File: src/rtl/fc_layer_scheduler_if.sv
// Purpose : bundles the control, memory-read and output-handshake signals of
//           fc_layer_scheduler into one interface.
// Ports   : start/busy/done control; feat_addr/feat_data and w_addr/w_data
//           memory reads (1-cycle latency); out_valid/out_ready/out_idx/out_data.
// Modports: slave = scheduler side, master = environment (memories + consumer).
interface fc_layer_scheduler_if #(
  parameter int BITWIDTH = 32,
  parameter int N_IN     = 10,
  parameter int N_OUT    = 10
);
  localparam int FA_W = (N_IN > 1) ? $clog2(N_IN) : 1;
  localparam int WA_W = (N_IN * N_OUT > 1) ? $clog2(N_IN * N_OUT) : 1;
  localparam int OI_W = (N_OUT > 1) ? $clog2(N_OUT) : 1;

  logic                start;
  logic                busy;
  logic                done;
  logic [FA_W-1:0]     feat_addr;
  logic [BITWIDTH-1:0] feat_data;
  logic [WA_W-1:0]     w_addr;
  logic [BITWIDTH-1:0] w_data;
  logic                out_valid;
  logic                out_ready;
  logic [OI_W-1:0]     out_idx;
  logic [BITWIDTH-1:0] out_data;

  modport slave (
    input  start, feat_data, w_data, out_ready,
    output busy, done, feat_addr, w_addr, out_valid, out_idx, out_data
  );

  modport master (
    output start, feat_data, w_data, out_ready,
    input  busy, done, feat_addr, w_addr, out_valid, out_idx, out_data
  );
endinterface

File: src/rtl/fc_layer_scheduler.sv
// Purpose : sequences a single MAC over out[i] = sum_j feat[j]*W[i][j], reading
//           features/weights from 1-cycle-latency memories, one row at a time.
// Latency : N_IN+2 cycles per row (N_IN issue, 1 drain, 1 emit); done pulses
//           N_OUT*(N_IN+2)+1 cycles after start with out_ready held high.
// Backpressure: EMIT holds out_valid/out_idx/out_data stable until out_ready.
// Ports   : clk, rst (synchronous, active high), bus (fc_layer_scheduler_if.slave).
// Macro   : FC_RELU_EN -- when defined, emitted values are clamped to zero if
//           negative; the accumulator itself is never clamped.
module fc_layer_scheduler #(
  parameter int BITWIDTH = 32,
  parameter int N_IN     = 10,
  parameter int N_OUT    = 10
) (
  input  logic                    clk,
  input  logic                    rst,
  fc_layer_scheduler_if.slave     bus
);
  localparam int FA_W = (N_IN > 1) ? $clog2(N_IN) : 1;
  localparam int WA_W = (N_IN * N_OUT > 1) ? $clog2(N_IN * N_OUT) : 1;
  localparam int OI_W = (N_OUT > 1) ? $clog2(N_OUT) : 1;

  localparam logic [FA_W-1:0] J_LAST = FA_W'(N_IN - 1);
  localparam logic [OI_W-1:0] I_LAST = OI_W'(N_OUT - 1);

  typedef enum logic [2:0] {
    S_IDLE,
    S_ISSUE,
    S_DRAIN,
    S_EMIT,
    S_DONE
  } state_t;

  state_t              state_q;
  logic                busy_q;
  logic                done_q;
  logic                out_valid_q;
  logic [FA_W-1:0]     feat_addr_q;  // doubles as the column counter j
  logic [WA_W-1:0]     w_addr_q;
  logic [OI_W-1:0]     out_idx_q;    // doubles as the row counter i
  logic [BITWIDTH-1:0] acc_q;
  logic [BITWIDTH-1:0] out_data_q;

  logic [BITWIDTH-1:0] prod_d;
  logic [BITWIDTH-1:0] acc_d;
  logic [BITWIDTH-1:0] emit_d;

  // Low BITWIDTH bits of the product are identical for signed and unsigned
  // operands, so plain unsigned arithmetic gives two's-complement wrap.
  assign prod_d = bus.feat_data * bus.w_data;
  assign acc_d  = acc_q + prod_d;

`ifdef FC_RELU_EN
  assign emit_d = acc_d[BITWIDTH-1] ? '0 : acc_d;
`else
  assign emit_d = acc_d;
`endif

  assign bus.busy      = busy_q;
  assign bus.done      = done_q;
  assign bus.out_valid = out_valid_q;
  assign bus.feat_addr = feat_addr_q;
  assign bus.w_addr    = w_addr_q;
  assign bus.out_idx   = out_idx_q;
  assign bus.out_data  = out_data_q;

  always_ff @(posedge clk) begin
    if (rst) begin
      state_q     <= S_IDLE;
      busy_q      <= 1'b0;
      done_q      <= 1'b0;
      out_valid_q <= 1'b0;
      feat_addr_q <= '0;
      w_addr_q    <= '0;
      out_idx_q   <= '0;
      acc_q       <= '0;
      out_data_q  <= '0;
    end else begin
      done_q <= 1'b0;
      case (state_q)
        S_IDLE: begin
          if (bus.start) begin
            state_q     <= S_ISSUE;
            busy_q      <= 1'b1;
            feat_addr_q <= '0;
            w_addr_q    <= '0;
            out_idx_q   <= '0;
            acc_q       <= '0;
          end
        end
        S_ISSUE: begin
          // Read data trails the address by one cycle, so the j=0 cycle has
          // nothing of this row to accumulate yet.
          if (feat_addr_q != '0) begin
            acc_q <= acc_d;
          end
          if (feat_addr_q == J_LAST) begin
            state_q <= S_DRAIN;
          end else begin
            feat_addr_q <= feat_addr_q + FA_W'(1);
            w_addr_q    <= w_addr_q + WA_W'(1);
          end
        end
        S_DRAIN: begin
          acc_q       <= acc_d;
          out_data_q  <= emit_d;
          out_valid_q <= 1'b1;
          state_q     <= S_EMIT;
        end
        S_EMIT: begin
          if (bus.out_ready) begin
            out_valid_q <= 1'b0;
            if (out_idx_q == I_LAST) begin
              state_q <= S_DONE;
              busy_q  <= 1'b0;
              done_q  <= 1'b1;
            end else begin
              // Weights are row-major, so the next row starts right after
              // the last address issued, which w_addr_q still holds.
              state_q     <= S_ISSUE;
              out_idx_q   <= out_idx_q + OI_W'(1);
              feat_addr_q <= '0;
              w_addr_q    <= w_addr_q + WA_W'(1);
              acc_q       <= '0;
            end
          end
        end
        S_DONE: begin
          state_q <= S_IDLE;
        end
        default: begin
          state_q <= S_IDLE;
        end
      endcase
    end
  end
endmodule
File: src/flat_wrapper.sv
// flat-port wrapper written by rule: the top's interface ports become plain ports
module fc_layer_scheduler_flat 
#(
  parameter int BITWIDTH = 32,
  parameter int N_IN     = 10,
  parameter int N_OUT    = 10
)
  (clk, rst, bus_start, bus_feat_data, bus_w_data, bus_out_ready, bus_busy, bus_done, bus_feat_addr, bus_w_addr, bus_out_valid, bus_out_idx, bus_out_data);
  fc_layer_scheduler_if #(.BITWIDTH(BITWIDTH), .N_IN(N_IN), .N_OUT(N_OUT)) bus_i ();
  input  logic clk;
  input  logic rst;
  input wire logic [$bits(bus_i.start)-1:0] bus_start;
  input wire logic [$bits(bus_i.feat_data)-1:0] bus_feat_data;
  input wire logic [$bits(bus_i.w_data)-1:0] bus_w_data;
  input wire logic [$bits(bus_i.out_ready)-1:0] bus_out_ready;
  output wire logic [$bits(bus_i.busy)-1:0] bus_busy;
  output wire logic [$bits(bus_i.done)-1:0] bus_done;
  output wire logic [$bits(bus_i.feat_addr)-1:0] bus_feat_addr;
  output wire logic [$bits(bus_i.w_addr)-1:0] bus_w_addr;
  output wire logic [$bits(bus_i.out_valid)-1:0] bus_out_valid;
  output wire logic [$bits(bus_i.out_idx)-1:0] bus_out_idx;
  output wire logic [$bits(bus_i.out_data)-1:0] bus_out_data;
  assign bus_i.start = bus_start;
  assign bus_i.feat_data = bus_feat_data;
  assign bus_i.w_data = bus_w_data;
  assign bus_i.out_ready = bus_out_ready;
  assign bus_busy = bus_i.busy;
  assign bus_done = bus_i.done;
  assign bus_feat_addr = bus_i.feat_addr;
  assign bus_w_addr = bus_i.w_addr;
  assign bus_out_valid = bus_i.out_valid;
  assign bus_out_idx = bus_i.out_idx;
  assign bus_out_data = bus_i.out_data;
  fc_layer_scheduler #(.BITWIDTH(BITWIDTH), .N_IN(N_IN), .N_OUT(N_OUT)) u_core (.clk(clk), .rst(rst), .bus(bus_i));
endmodule
File: config.mk
export PLATFORM = sky130hd
export DESIGN_NAME = fc_layer_scheduler_flat
export DESIGN_NICKNAME = d
export VERILOG_FILES = /design/src/rtl/fc_layer_scheduler_if.sv /design/src/rtl/fc_layer_scheduler.sv /design/src/flat_wrapper.sv
export SDC_FILE = /design/constraint.sdc
export NUM_CORES = 1
export LEC_CHECK = 0
export ABC_AREA = 1
export CAP_MARGIN = 25
export CORE_UTILIZATION = 55
export DETAILED_ROUTE_END_ITERATION = 10
export PLACE_DENSITY = 0.74
export SLEW_MARGIN = 10
export SYNTH_ARGS = -nofsm -noshare
export SYNTH_HDL_FRONTEND = slang
export SYNTH_SLANG_ARGS = --single-unit
File: constraint.sdc
create_clock -name clk -period 23.2 [get_ports clk]
set_input_delay 5.8 -clock clk [delete_from_list [all_inputs] [get_ports clk]]
set_output_delay 5.8 -clock clk [all_outputs]
set_load 0.05 [all_outputs]
==> flow_results.xml, run 1 <==
<?xml version="1.0" encoding="UTF-8"?>
<metrics>
  <group name="clock_tree">
    <metric name="post_cts_resize_count" unit="">0</metric>
    <metric name="h-tree-depth" unit="">3</metric>
    <metric name="post-cts-setup-buffers" unit="">0</metric>
    <metric name="clk_path_buf_depth" unit="">2</metric>
    <metric name="cts.sink_count" unit="">85</metric>
    <metric name="cts_tree" unit="">done</metric>
    <metric name="numCtsBuffers" unit="">9</metric>
    <metric name="cts-hold-fix-buffers" unit="">0</metric>
    <metric name="clk_transition_reported_paths" unit="ns">0.07</metric>
    <metric name="clk_latency" unit="ns">0.34</metric>
    <metric name="ctsRootBufferMaster" unit="">clkbuf_16</metric>
  </group>
  <group name="placement">
    <metric name="gp_routability_congestion" unit="">0.887</metric>
    <metric name="hpwl" unit="um">43900</metric>
    <metric name="io_buffer_count" unit="">117</metric>
  </group>
  <group name="sta">
    <metric name="final_total_negative_setup_slack" unit="ns">0</metric>
    <metric name="final_period_minus_worst_setup_slack" unit="ns">12.95</metric>
    <metric name="hold_viol_final" unit="">0</metric>
    <metric name="tightest_slew" unit="ns">1.10</metric>
    <metric name="skew" unit="ns">0.00983</metric>
    <metric name="max_slew_margin" unit="%">26.2</metric>
    <metric name="rsz0062_at_grt" unit="">false</metric>
    <metric name="final_min_period_over_clock_period" unit="%">55.8</metric>
    <metric name="timing.fmax" unit="GHz">0.0772</metric>
    <metric name="setup_viol" unit="">0</metric>
    <metric name="report.final.slew_viol_count" unit="">0</metric>
  </group>
  <group name="synthesis">
    <metric name="post_synth_fa_ha_maj_area_fraction" unit="%">49.2</metric>
    <metric name="synth_nets" unit="">3468</metric>
    <metric name="netlist.area_leader.share" unit="%">41.5</metric>
    <metric name="synth.lib_cells_used.distinct" unit="">49</metric>
    <metric name="xor_xnor_cell_area_share_of_the_yosys_netlist" unit="%">1.45</metric>
    <metric name="synthMuxAreaShare" unit="%">0</metric>
    <metric name="synth_compound_area_share" unit="%">5.20</metric>
    <metric name="yosys-top-cells-count" unit="">875 x inv_1, 797 x nand2_1, 438 x fa_1</metric>
    <metric name="synth_async_reset_ratio" unit="%">0</metric>
    <metric name="synth-simple-area-share" unit="%">17.8</metric>
    <metric name="total_of_flip_flops_plus_latches_after_synthesis" unit="">85</metric>
    <metric name="netlist_area" unit="sq mm">0.0211</metric>
    <metric name="yosysSeqAreaShare" unit="%">8.05</metric>
    <metric name="yosys_most_used_dff" unit="">dfxtp_1</metric>
    <metric name="synth-edff-count" unit="">0</metric>
    <metric name="syn_inst" unit="">2832</metric>
    <metric name="combinational_family_with_the_most_area_after_synthesis" unit="">adder cells</metric>
    <metric name="ys.warnings.count" unit="">0</metric>
    <metric name="post_synth_main_area_contributors" unit="">fa_1 41%, inv_1 16%, nand2_1 14%</metric>
    <metric name="post-synth-top-count-cell" unit="">inv_1</metric>
    <metric name="syn-mean-instance-area" unit="sq um">7.46</metric>
    <metric name="synth_top_area_cell" unit="">fa_1</metric>
  </group>
  <group name="detailed_routing">
    <metric name="drt-pass1-iter-count" unit="">5</metric>
    <metric name="drt.antenna.violating_nets" unit="">0</metric>
    <metric name="via_count" unit="">17181</metric>
    <metric name="initialDrtViolationCount" unit="">1275</metric>
    <metric name="post_drt_via_cell_ratio" unit="">5.09</metric>
    <metric name="detail_route.wl_per_cell" unit="um">15.8</metric>
    <metric name="finalWirelength" unit="um">53500</metric>
    <metric name="drc" unit="">0</metric>
  </group>
  <group name="setup_path">
    <metric name="ff2ff_path_depth" unit="">24</metric>
    <metric name="critical_path.startpoint_type" unit="">primary input</metric>
    <metric name="required" unit="ns">23.47</metric>
    <metric name="cp-startpoint" unit="">bus_w_data[10]</metric>
    <metric name="r2r-start" unit="">u_core.acc_q[21]</metric>
    <metric name="critPathArrivalTime" unit="ns">13.22</metric>
    <metric name="crit_path_max_fo" unit="">22</metric>
    <metric name="cpPeakStageDelay" unit="ns">1.20</metric>
    <metric name="worst-setup-path-type" unit="">in2reg</metric>
    <metric name="critical_path.slowest_cell" unit="">clkdlybuf4s50_1</metric>
    <metric name="worstSetupEndpointType" unit="">register</metric>
  </group>
  <group name="floorplan">
    <metric name="number_of_placement_rows" unit="">71</metric>
    <metric name="design.portCount" unit="">118</metric>
    <metric name="die_y" unit="um">198</metric>
    <metric name="start_util" unit="%">56.0</metric>
    <metric name="dieArea" unit="sq mm">0.0392</metric>
    <metric name="coreArea" unit="sq mm">0.0378</metric>
    <metric name="die_w" unit="um">198</metric>
  </group>
  <group name="final_layout">
    <metric name="area_growth" unit="%">8.57</metric>
    <metric name="postLayoutCoreUtil" unit="%">60.8</metric>
    <metric name="post_route_cells_drive_above_1_share" unit="%">2.58</metric>
    <metric name="nNetsFinal" unit="">3496</metric>
    <metric name="insertedDiodeCount" unit="">0</metric>
  </group>
  <group name="global_route">
    <metric name="use_met1" unit="%">40.8</metric>
    <metric name="grt_use_met2" unit="%">48.9</metric>
    <metric name="most_used_layer_global_route" unit="">met2</metric>
    <metric name="all_layer_global_routing_usage" unit="%">29.4</metric>
    <metric name="wire_length_of_the_first_global_routing_pass" unit="um">91100</metric>
    <metric name="vias_in_the_first_global_route" unit="">18291</metric>
    <metric name="grt_start_max_net_pins" unit="">45</metric>
    <metric name="initial_antenna_violation_count" unit="">0</metric>
    <metric name="grt_remaining_overflow" unit="">0</metric>
    <metric name="gr-usage-met3" unit="%">4.50</metric>
  </group>
  <group name="hold_path">
    <metric name="hp-class" unit="">reg2reg</metric>
    <metric name="min_delay_path_depth" unit="">2</metric>
    <metric name="min_from" unit="">u_core.acc_q[22]</metric>
  </group>
  <group name="job">
    <metric name="drv_cap" unit="">0</metric>
  </group>
  <group name="status">
    <metric name="run_status" unit="">finished clean</metric>
  </group>
</metrics>
flip-flops by register name, summed over array words and instances (netlist names):
register / count
u_core.bus.out_data: 32
u_core.bus.w_addr: 7
u_core.acc_q: 32
u_core.bus.out_valid: 1
u_core.bus.feat_addr: 4
u_core.bus.busy: 1
u_core.bus.out_idx: 4
u_core.bus.done: 1
u_core.state_q: 3
metrics by stage:
step,hold WS (ns),instance area (sq um),setup slack (ns),instances
detailed placement,0.457,22600,10.04,3359
global placement,0.454,22600,10.07,3358
CTS,0.467,22900,10.33,3375
finish,0.463,22900,10.25,3376
floorplan,0.444,21100,11.10,2832
global route,0.479,22900,9.87,3376
cell type report:
class | count | area, sq um
multi-input cells | 1736 | 15600
fillers | 3367 | 14800
inverters | 882 | 3310
flip-flops and latches | 85 | 1700
repair buffers | 146 | 1430
well taps | 511 | 639
clock buffers | 12 | 256
clock inverters | 4 | 56.3
worst paths after layout:
check	end	slack [ns]
worst min-delay path	u_core.acc_q[22]	0.46
worst max-delay path	u_core.acc_q[30]	10.25
worst max register to register	u_core.acc_q[30]	16.51
worst min register to register	u_core.acc_q[22]	0.46
worst max-delay path: cells and delay by family:
kind                       cells  cell delay [ns]
xor gates and xnor gates       1             0.24
adders and majority gates      9             4.23
buffers and inverters          9             1.69
and+or+nand+nor                7             0.75
AOI/OAI and AO/OA              3             0.47
cells by family after synthesis:
logic type / Yosys count
buffers and inverters: 1011
and+or+nand+nor: 949
adders and majority gates: 568
AOI/OAI and AO/OA: 184
DFF: 85
xor gates and xnor gates: 35
metal layers:
| layer | routed length (um) | up-vias |
|---|---|---|
| li1 | - | 8013 |
| met2 | 25100 | 652 |
| met3 | 4330 | 86 |
| met4 | 943 | 0 |
| met5 | 0 | - |
| met1 | 23100 | 8430 |
placed cells by master, fill, tap and decap left out, drive strengths merged, types with 2 or more instances in the layout:
cell           count
xor2              20
buf               29
clkinv             4
nand4              3
o21a               3
ha               130
nand3b             6
nor3              15
clkbuf            12
nor2              52
o21bai            23
a211oi             4
inv              881
o22ai              2
xnor2             15
a21o               5
nand2            803
dfxtp             85
or2                2
clkdlybuf4s50    117
fa               438
nand3             64
a21oi             80
o211ai             6
o21ai             53
a31oi              4
Power of run 1 is left out: the tool's default activity adds up to more than one toggle a clock period on the data nets, which glitch-free logic cannot reach.
==> run 2, diff against run 1 <==
--- a/config.mk
+++ b/config.mk
@@ -9,7 +9,7 @@
 export CAP_MARGIN = 25
 export CORE_UTILIZATION = 55
 export DETAILED_ROUTE_END_ITERATION = 10
-export PLACE_DENSITY = 0.74
+export PLACE_DENSITY = 0.77
 export SLEW_MARGIN = 10
 export SYNTH_ARGS = -nofsm -noshare
 export SYNTH_HDL_FRONTEND = slang
==> constraint.sdc (replaced) <==
create_clock -name clk -period 11.36 [get_ports clk]
set_input_delay 2.84 -clock clk [delete_from_list [all_inputs] [get_ports clk]]
set_output_delay 2.84 -clock clk [all_outputs]
set_load 0.05 [all_outputs]
==> flow_results.xml, run 2 (synthesis results as in run 1) <==
<?xml version="1.0" encoding="UTF-8"?>
<metrics>
  <group name="setup_path">
    <metric name="required" unit="ns">11.61</metric>
    <metric name="timing.critical_path.buf_inv" unit="">8</metric>
    <metric name="crit_cells" unit="">27</metric>
    <metric name="ff2ff_setup_slack" unit="ns">4.79</metric>
    <metric name="worstSetupEndpointType" unit="">register</metric>
    <metric name="critical_path.startpoint_type" unit="">primary input</metric>
    <metric name="ff2ff_path_depth" unit="">24</metric>
    <metric name="cpPeakStageDelay" unit="ns">1.13</metric>
    <metric name="worst-setup-path-type" unit="">in2reg</metric>
    <metric name="critical_path.slowest_cell" unit="">clkdlybuf4s50_1</metric>
    <metric name="critical-path-top-delay-family" unit="">adder cells</metric>
    <metric name="crit_path_max_fo" unit="">20</metric>
    <metric name="critPathArrivalTime" unit="ns">10.35</metric>
    <metric name="cp_common_cell" unit="">fa_1</metric>
  </group>
  <group name="sta">
    <metric name="setup_viol" unit="">0</metric>
    <metric name="max_slew_margin" unit="%">32.3</metric>
    <metric name="final_total_negative_setup_slack" unit="ns">0</metric>
    <metric name="rsz0062_at_grt" unit="">false</metric>
    <metric name="tightest_slew" unit="ns">1.01</metric>
    <metric name="timing.fmax" unit="GHz">0.0990</metric>
    <metric name="final_min_period_over_clock_period" unit="%">88.9</metric>
    <metric name="final_period_minus_worst_setup_slack" unit="ns">10.10</metric>
    <metric name="hold_viol_final" unit="">0</metric>
    <metric name="skew" unit="ns">0.0128</metric>
    <metric name="report.final.slew_viol_count" unit="">0</metric>
  </group>
  <group name="detailed_routing">
    <metric name="initialDrtViolationCount" unit="">1266</metric>
    <metric name="post_drt_via_cell_ratio" unit="">5.09</metric>
    <metric name="drt.antenna.violating_nets" unit="">0</metric>
    <metric name="detail_route.wl_per_cell" unit="um">16.0</metric>
    <metric name="drt-pass1-iter-count" unit="">5</metric>
    <metric name="via_count" unit="">17225</metric>
    <metric name="drc" unit="">0</metric>
    <metric name="finalWirelength" unit="um">54100</metric>
  </group>
  <group name="clock_tree">
    <metric name="clk_path_buf_depth" unit="">2</metric>
    <metric name="post_cts_resize_count" unit="">0</metric>
    <metric name="cts_tree" unit="">done</metric>
    <metric name="clk_transition_reported_paths" unit="ns">0.07</metric>
    <metric name="h-tree-depth" unit="">3</metric>
    <metric name="clk_latency" unit="ns">0.34</metric>
    <metric name="cts.sink_count" unit="">85</metric>
    <metric name="cts-hold-fix-buffers" unit="">0</metric>
    <metric name="numCtsBuffers" unit="">9</metric>
    <metric name="ctsRootBufferMaster" unit="">clkbuf_16</metric>
    <metric name="post-cts-setup-buffers" unit="">0</metric>
  </group>
  <group name="final_layout">
    <metric name="nNetsFinal" unit="">3507</metric>
    <metric name="area_growth" unit="%">8.88</metric>
    <metric name="insertedDiodeCount" unit="">0</metric>
    <metric name="post_route_cells_drive_above_1_share" unit="%">2.96</metric>
    <metric name="layout.cells.most_common" unit="">inv_1</metric>
    <metric name="final_cell_mix" unit="">875 x inv_1, 797 x nand2_1, 438 x fa_1</metric>
  </group>
  <group name="status">
    <metric name="run_status" unit="">finished clean</metric>
  </group>
  <group name="floorplan">
    <metric name="number_of_placement_rows" unit="">71</metric>
    <metric name="coreArea" unit="sq mm">0.0378</metric>
    <metric name="die_w" unit="um">198</metric>
    <metric name="die_y" unit="um">198</metric>
    <metric name="design.portCount" unit="">118</metric>
    <metric name="dieArea" unit="sq mm">0.0392</metric>
    <metric name="start_util" unit="%">56.0</metric>
  </group>
  <group name="hold_path">
    <metric name="hp-class" unit="">reg2reg</metric>
    <metric name="min_delay_path_depth" unit="">2</metric>
  </group>
  <group name="placement">
    <metric name="io_buffer_count" unit="">117</metric>
    <metric name="hpwl" unit="um">46700</metric>
    <metric name="gp_routability_congestion" unit="">0.930</metric>
  </group>
  <group name="global_route">
    <metric name="wire_length_of_the_first_global_routing_pass" unit="um">91400</metric>
    <metric name="grt_remaining_overflow" unit="">0</metric>
    <metric name="initial_antenna_violation_count" unit="">0</metric>
    <metric name="grt_start_max_net_pins" unit="">45</metric>
    <metric name="all_layer_global_routing_usage" unit="%">29.6</metric>
    <metric name="vias_in_the_first_global_route" unit="">18524</metric>
  </group>
  <group name="job">
    <metric name="drv_cap" unit="">0</metric>
  </group>
</metrics>
## run 2: final timing paths
check	to	startpoint
max reg2reg	u_core.acc_q[30]	u_core.acc_q[21]
min reg2reg	u_core.acc_q[27]	u_core.acc_q[27]
max	u_core.bus.out_data[31]	bus_w_data[2]
min	u_core.acc_q[27]	u_core.acc_q[27]
## run 2: per-stage QoR
step	setup WS (ns)	area (sq um)	cells	hold slack [ns]	util [%]
2_1_floorplan	2.22	21100	2832	0.444	-
3_3_place_gp	1.07	22700	3369	0.456	60.0
3_5_place_dp	0.956	22700	3370	0.462	60.1
4_1_cts	1.30	23000	3385	0.472	60.9
5_1_grt	0.897	23000	3386	0.497	61.0
6_report	1.26	23000	3386	0.470	61.0
## run 2: layout make-up
class,instances,area (sq um)
timing repair buffer,157,1510
fill,3346,14700
clock inverter,6,70.1
clock buffer,9,225
inverter,882,3310
tap,511,639
multi-input combinational,1736,15600
sequential,85,1700
## run 2: routing by layer
metal  vias to the layer above  share of wire, %  track usage, %  wire length [um]
li1                       8027                 -               -                 -
met1                      8465                43            40.5             23400
met2                       633                47            48.7             25200
met3                       100               7.6            4.58              4130
met4                         0               2.5            8.64              1380
met5                         -                 0               0                 0
## run 2: worst register-to-register path, cell delays in order, from the launching register on
cell,delay [ns]
dfxtp_1,0.33
inv_1,0.06
fa_1,0.51
fa_1,0.55
inv_1,0.05
fa_1,0.48
inv_1,0.06
fa_1,0.53
inv_1,0.05
fa_1,0.48
fa_1,0.51
fa_1,0.50
inv_1,0.05
fa_1,0.47
inv_1,0.07
ha_1,0.37
a21oi_1,0.26
o21ai_0,0.13
nor2_1,0.12
nand3_1,0.14
a21oi_1,0.30
o21ai_1,0.11
xor2_1,0.18
nand2_1,0.07
a21oi_1,0.14
Power of run 2 is left out for the same reason.
